File: config.mk
export PLATFORM = sky130hd
export DESIGN_NAME = rsp_encode
export DESIGN_NICKNAME = d
export VERILOG_FILES = /design/src/rtl/rsp_encode.sv
export SDC_FILE = /design/constraint.sdc
export NUM_CORES = 1
export LEC_CHECK = 0
export CAP_MARGIN = 20
export CORE_ASPECT_RATIO = 0.75
export CORE_UTILIZATION = 40
export DETAILED_ROUTE_END_ITERATION = 8
export PLACE_DENSITY = 0.79
export SYNTH_ARGS = -nofsm -noshare
export SYNTH_HDL_FRONTEND = slang
export SYNTH_SLANG_ARGS = --single-unit
File: constraint.sdc
create_clock -name clk -period 1.5 [get_ports clk]
set_input_delay 0.45 -clock clk [delete_from_list [all_inputs] [get_ports clk]]
set_output_delay 0.45 -clock clk [all_outputs]
set_load 0.01 [all_outputs]
File: src/rtl/rsp_encode.sv
// rsp_encode: response framer between the read-data FIFO and uart_tx.
// Pulls BURST_LEN 16-bit words from rfifo per trigger and streams
// HEADER, length, payload (MSB byte first) over a valid/ready byte port.
// Optional build macro RSP_CHKSUM_EN appends an XOR checksum byte.
module rsp_encode #(
  parameter int unsigned BURST_LEN = 4,
  parameter logic [7:0]  HEADER    = 8'hAA
) (
  input  logic        clk,
  input  logic        rst_n,
  input  logic        rsp_trig,
  input  logic        rfifo_empty,
  output logic        rfifo_rd_en,
  input  logic [15:0] rfifo_rd_data,
  output logic [7:0]  tx_data,
  output logic        tx_vld,
  input  logic        tx_rdy,
  output logic        busy,
  output logic        frame_done,
  output logic        trig_drop
);

  localparam int unsigned CNT_W    = $clog2(BURST_LEN + 1);
  localparam logic [7:0]  LEN_BYTE = 8'(2 * BURST_LEN);

`ifdef RSP_CHKSUM_EN
  typedef enum logic [3:0] {
    IDLE, HDR, LEN, FETCH, WAIT, SEND_HI, SEND_LO, CHK, DONE
  } state_t;
`else
  typedef enum logic [3:0] {
    IDLE, HDR, LEN, FETCH, WAIT, SEND_HI, SEND_LO, DONE
  } state_t;
`endif

  state_t             state_q, state_d;
  logic               pending_q, pending_d;
  logic               trig_drop_q, trig_drop_d;
  logic               rd_en_q, rd_en_d;
  logic               tx_vld_q, tx_vld_d;
  logic [7:0]         tx_data_q, tx_data_d;
  logic               busy_q, busy_d;
  logic               frame_done_q, frame_done_d;
  logic [7:0]         lo_q, lo_d;
  logic [CNT_W-1:0]   word_cnt_q, word_cnt_d;
`ifdef RSP_CHKSUM_EN
  logic [7:0]         chk_q, chk_d;
`endif
  logic               xfer;

  assign xfer = tx_vld_q && tx_rdy;

  // Next-state, trigger arbitration and registered-output computation
  always_comb begin
    state_d      = state_q;
    pending_d    = pending_q;
    trig_drop_d  = trig_drop_q;
    rd_en_d      = 1'b0;
    tx_vld_d     = tx_vld_q;
    tx_data_d    = tx_data_q;
    frame_done_d = 1'b0;
    lo_d         = lo_q;
    word_cnt_d   = word_cnt_q;
`ifdef RSP_CHKSUM_EN
    chk_d        = chk_q;
`endif

    // A trigger during a frame queues one deep; any further one is lost
    if (rsp_trig && (state_q != IDLE)) begin
      if (pending_q) trig_drop_d = 1'b1;
      else           pending_d   = 1'b1;
    end

    // rfifo_rd_en is registered, so it is raised on entry to FETCH; the
    // FIFO is only drained by us, so not-empty cannot go stale meanwhile.
    case (state_q)
      IDLE: begin
        if (rsp_trig || pending_q) begin
          pending_d = pending_q && rsp_trig;
          tx_data_d = HEADER;
          tx_vld_d  = 1'b1;
          state_d   = HDR;
        end
      end
      HDR: begin
        if (xfer) begin
          tx_data_d = LEN_BYTE;
          state_d   = LEN;
        end
      end
      LEN: begin
        if (xfer) begin
`ifdef RSP_CHKSUM_EN
          chk_d = chk_q ^ tx_data_q;
`endif
          tx_vld_d = 1'b0;
          rd_en_d  = !rfifo_empty;
          state_d  = FETCH;
        end
      end
      FETCH: begin
        if (rd_en_q) state_d = WAIT;
        else         rd_en_d = !rfifo_empty;
      end
      WAIT: begin
        // High byte goes straight to tx_data; low byte is held for SEND_LO
        lo_d      = rfifo_rd_data[7:0];
        tx_data_d = rfifo_rd_data[15:8];
        tx_vld_d  = 1'b1;
        state_d   = SEND_HI;
      end
      SEND_HI: begin
        if (xfer) begin
`ifdef RSP_CHKSUM_EN
          chk_d = chk_q ^ tx_data_q;
`endif
          tx_data_d = lo_q;
          state_d   = SEND_LO;
        end
      end
      SEND_LO: begin
        if (xfer) begin
`ifdef RSP_CHKSUM_EN
          chk_d = chk_q ^ tx_data_q;
`endif
          word_cnt_d = word_cnt_q + CNT_W'(1);
          if (word_cnt_d == CNT_W'(BURST_LEN)) begin
`ifdef RSP_CHKSUM_EN
            tx_data_d = chk_d;
            state_d   = CHK;
`else
            tx_vld_d     = 1'b0;
            frame_done_d = 1'b1;
            state_d      = DONE;
`endif
          end else begin
            tx_vld_d = 1'b0;
            rd_en_d  = !rfifo_empty;
            state_d  = FETCH;
          end
        end
      end
`ifdef RSP_CHKSUM_EN
      CHK: begin
        if (xfer) begin
          tx_vld_d     = 1'b0;
          frame_done_d = 1'b1;
          state_d      = DONE;
        end
      end
`endif
      DONE: begin
        word_cnt_d = '0;
`ifdef RSP_CHKSUM_EN
        chk_d = 8'h00;
`endif
        state_d = IDLE;
      end
      default: state_d = IDLE;
    endcase

    busy_d = (state_d != IDLE) || pending_d;
  end

  // State and output registers with synchronous active-low reset
  always_ff @(posedge clk) begin
    if (!rst_n) begin
      state_q      <= IDLE;
      pending_q    <= 1'b0;
      trig_drop_q  <= 1'b0;
      rd_en_q      <= 1'b0;
      tx_vld_q     <= 1'b0;
      tx_data_q    <= 8'h00;
      busy_q       <= 1'b0;
      frame_done_q <= 1'b0;
      lo_q         <= 8'h00;
      word_cnt_q   <= '0;
`ifdef RSP_CHKSUM_EN
      chk_q        <= 8'h00;
`endif
    end else begin
      state_q      <= state_d;
      pending_q    <= pending_d;
      trig_drop_q  <= trig_drop_d;
      rd_en_q      <= rd_en_d;
      tx_vld_q     <= tx_vld_d;
      tx_data_q    <= tx_data_d;
      busy_q       <= busy_d;
      frame_done_q <= frame_done_d;
      lo_q         <= lo_d;
      word_cnt_q   <= word_cnt_d;
`ifdef RSP_CHKSUM_EN
      chk_q        <= chk_d;
`endif
    end
  end

  assign rfifo_rd_en = rd_en_q;
  assign tx_data     = tx_data_q;
  assign tx_vld      = tx_vld_q;
  assign busy        = busy_q;
  assign frame_done  = frame_done_q;
  assign trig_drop   = trig_drop_q;

endmodule
==> results by group <==
Synthesis
  – Post-Synth XOR/XNOR Area: 0.0214
  – Unique masters post-synth: 36
  – Simple-gate share of the synthesized area: 0.255
  – Post-Syn Instances: 145
  – Sequential area share after synthesis: 0.473
  – Synth async-reset ratio: 0
  – Synth Area in Adders: 0.0204
  – Ys Warns: 0
  – Syn Nets: roughly 170
  – Synth Area in Compound Gates: 0.188
  – Post-synthesis cell area: between 1000 and 1500 um^2
  – Largest family of logic cells by synthesized area: simple AND/OR/NAND/NOR gates
  – Mux contribution to synthesized area: 0.00816
  – EDFF count, synth: 0
  – Most used flip-flop cell after synthesis: dfxtp_1
  – Mean area per synthesized cell: between 8 and 9 um^2
  – Seq cells post-synth: 29

Clock tree
  – Clock latency at the later pin of the worst-skew pair: 0.28 ns
  – Clock Tree Buf Depth: 2
  – H-tree depth: 2
  – CTS sink cnt: 29
  – CTS Hold Bufs: 0
  – Setup bufs post-CTS: 0
  – CTS tree: done
  – Clock slew at reported path FFs: around 0.060 ns
  – Root Buffer: clkbuf_8
  – Total CTS buffers: 5

Cells and area
  – Layout area overhead: 56.1%
  – Fillers: ~220
  – Fraction of layout cells with a size suffix above 1: 0.267
  – Most frequent cells in the layout: nand2_1, dfxtp_1, buf_4, clkdlybuf4s50_1, dlygate4sd2_1
  – Final Core Density: 0.693
  – ANT cells: 0
  – Fin nets: ~230

Timing
  – Final worst-path cycle share: 1.10
  – Fmax: approximately 610 MHz
  – Unrepaired setup endpoints after global routing: true
  – Tmin final: ~1.6 ns
  – Setup-failing EPs final: 4
  – Post-route setup slack: -0.146 ns
  – Final Hold Fails: 0
  – Max Slew Vio Count: 0
  – Worst Skew: ~0.0033 ns

Setup path
  – Worst r2r src: state_q[3]$_SDFF_PN0_
  – Crit-path max cell delay: 0.54 ns
  – Critical path type: register to register
  – CP arrival: around 1.8 ns
  – Maximum fanout along the worst path: 2
  – Reg-to-Reg End: busy$_SDFF_PN0_
  – Slowest-stage cell, CP: or4_4
  – Critical-path cell list: or4_4, o21ai_2, a21oi_2, or4_1
  – Worst R2R Setup Slack: -0.15 ns
  – CP startpoint kind: register
  – WP data required: roughly 1.7 ns
  – Worst Setup End Kind: register
  – R2r worst-path depth: 4

Drt
  – Vias/cell: slightly above 5
  – Via count: between 1000 and 1500
  – Met2 Wirelength: approximately 1500 um
  – Routed length on met1: between 1000 and 1500 um
  – Final WL: 3200 um
  – Pre-Repair DR Iteration Count: 4
  – Top Layer Used: met4
  – Iter 0 DRT Violations: 48
  – Post-route ant nets: 0
  – Met3 Routed Length: around 190 um
  – # DRC: 0
  – DR WL/cell: about 13 um

Power
  – PwrDens: ~900 nW/um^2
  – Fraction of power consumed by sequential logic: 0.479
  – Clk pwr share: 0.414
  – Internal Power: roughly 1.3 mW
  – Sw power: approximately 0.37 mW
  – Total leakage power: 0.794 nW
  – Logic pwr share: 0.107
  – Peak VDD IR: just under 0.0007 V
  – Sw Ratio: 0.222

Min path
  – Hold Crit Class: register to register
  – WHS Endpoint: tx_data[3]$_SDFFE_PN0P_
  – Hold Path Depth: 2
  – Hold_sp: tx_data[3]$_SDFFE_PN0P_

Floorplanning
  – Die W: roughly 66 um
  – Die area: roughly 3300 um^2
  – Core footprint: roughly 2800 um^2
  – Num ports: 34
  – Starting Density: 0.444
  – Die Height: between 40 and 50 um
  – # rows: 16

Global routing
  – Global-route wire length before repair: approximately 5100 um
  – Largest net degree at the start of global routing: 13
  – Initial antenna violation count: 0
  – Overall Global Routing Usage: 0.212
  – GRT overflow: 0
  – Number of global-route vias before repair: ~1200

Place
  – Post-DP HPWL: 2370 um
  – IO Port Bufs: 33
  – Post-Place Setup Slack: -0.492 ns
  – GP Congestion: 0.933

Job
  – Max_cap viols: 0

Status
  – Status: complete, but fails checks
  – Failing checks: negative setup slack
[power by group through the flow]
stage	Clock (mW)	Combinational [mW]	Sequential (mW)
floorplan	0	0.0537	0.830
global placement	0	0.181	0.819
detailed placement	0	0.185	0.821
CTS	0.712	0.174	0.804
global route	0.740	0.194	0.806
finish	0.696	0.180	0.804
[cells by family after synthesis]
logic type      Yosys count
xor+xnor                  3
fa+ha+maj                 2
compound gates           36
flops                    29
mux                       1
other cells               1
buf+inv                   9
simple gates             64
[critical path: cells and delay by family, from the launching register on]
family / cells / cell delay (ns)
and+or+nand+nor: 2 / 1.05
AOI/OAI and AO/OA: 2 / 0.15
DFF: 1 / 0.32
[what timing repair did]
action,4_1_cts,5_1_grt
pin swaps,3,11
endpoints found under the hold margin,0,0
endpoints found under the setup margin,28,22
resized for setup,15,14
[cell usage after synthesis, types with 2 or more instances]
master | count | area share
nor2_1 | 13 | 0.040
or2_1 | 4 | 0.020
dfxtp_1 | 29 | 0.47
nand2b_1 | 2 | 0.010
buf_2 | 3 | 0.012
or4_1 | 2 | 0.012
o21ai_1 | 2 | 0.0082
o22ai_1 | 2 | 0.010
o21a_1 | 2 | 0.012
a22oi_1 | 4 | 0.024
o21ai_0 | 2 | 0.0082
a31oi_1 | 2 | 0.010
clkbuf_1 | 3 | 0.0092
nor3_1 | 7 | 0.029
a221oi_1 | 3 | 0.021
nand2_1 | 27 | 0.083
xor2_1 | 3 | 0.021
a21oi_1 | 14 | 0.057
nand3_1 | 2 | 0.0082
inv_2 | 2 | 0.0061
ha_1 | 2 | 0.020
[worst max-delay path by stage]
stage                     slack (ns)               to             startpoint  cells past startpoint
after global routing           -0.20  busy$_SDFF_PN0_  state_q[3]$_SDFF_PN0_                      4
after floorplan                -0.08  busy$_SDFF_PN0_  state_q[1]$_SDFF_PN0_                      4
after CTS                      -0.16  busy$_SDFF_PN0_  state_q[1]$_SDFF_PN0_                      4
final                          -0.15  busy$_SDFF_PN0_  state_q[3]$_SDFF_PN0_                      4
after global placement         -0.48  busy$_SDFF_PN0_                 tx_rdy                      6
after detailed placement       -0.49  busy$_SDFF_PN0_                 tx_rdy                      6
[final cells by class]
class	instances	area, um^2	share of cell area
tap	36	45.0	0.0235
clock buffer	7	96.3	0.0503
sequential	29	583	0.305
clock inverter	1	5.00	0.00261
inverter	3	11.3	0.00588
timing repair buffer	59	510	0.267
multi-input combinational	107	663	0.346
[registers in the layout, summed over array words and instances, names as in the netlist]
name         flops
lo_q             8
tx_data          8
state_q          4
word_cnt_q       3
busy             1
frame_done       1
pending_q        1
rfifo_rd_en      1
trig_drop        1
tx_vld           1
[metrics by stage]
step           power (mW)  setup TNS (ns)  std cells  hold WS, ns  cell area [um^2]
5_1_grt              1.74          -0.652        242        0.484              1910
3_5_place_dp         1.01           -6.39        234        0.450              1770
4_1_cts              1.69          -0.632        242        0.455              1860
3_3_place_gp         1.00           -5.73        234        0.444              1770
6_report             1.68          -0.180        242        0.453              1910
2_1_floorplan       0.884         -0.0754        145        0.436              1230
[layer usage]
metal	vias to the layer above	global-route usage
met1	570	0.274
met5	-	0
li1	632	-
met3	6	0.0556
met4	0	0.106
met2	43	0.323
Power figures use the tool's default switching activity.
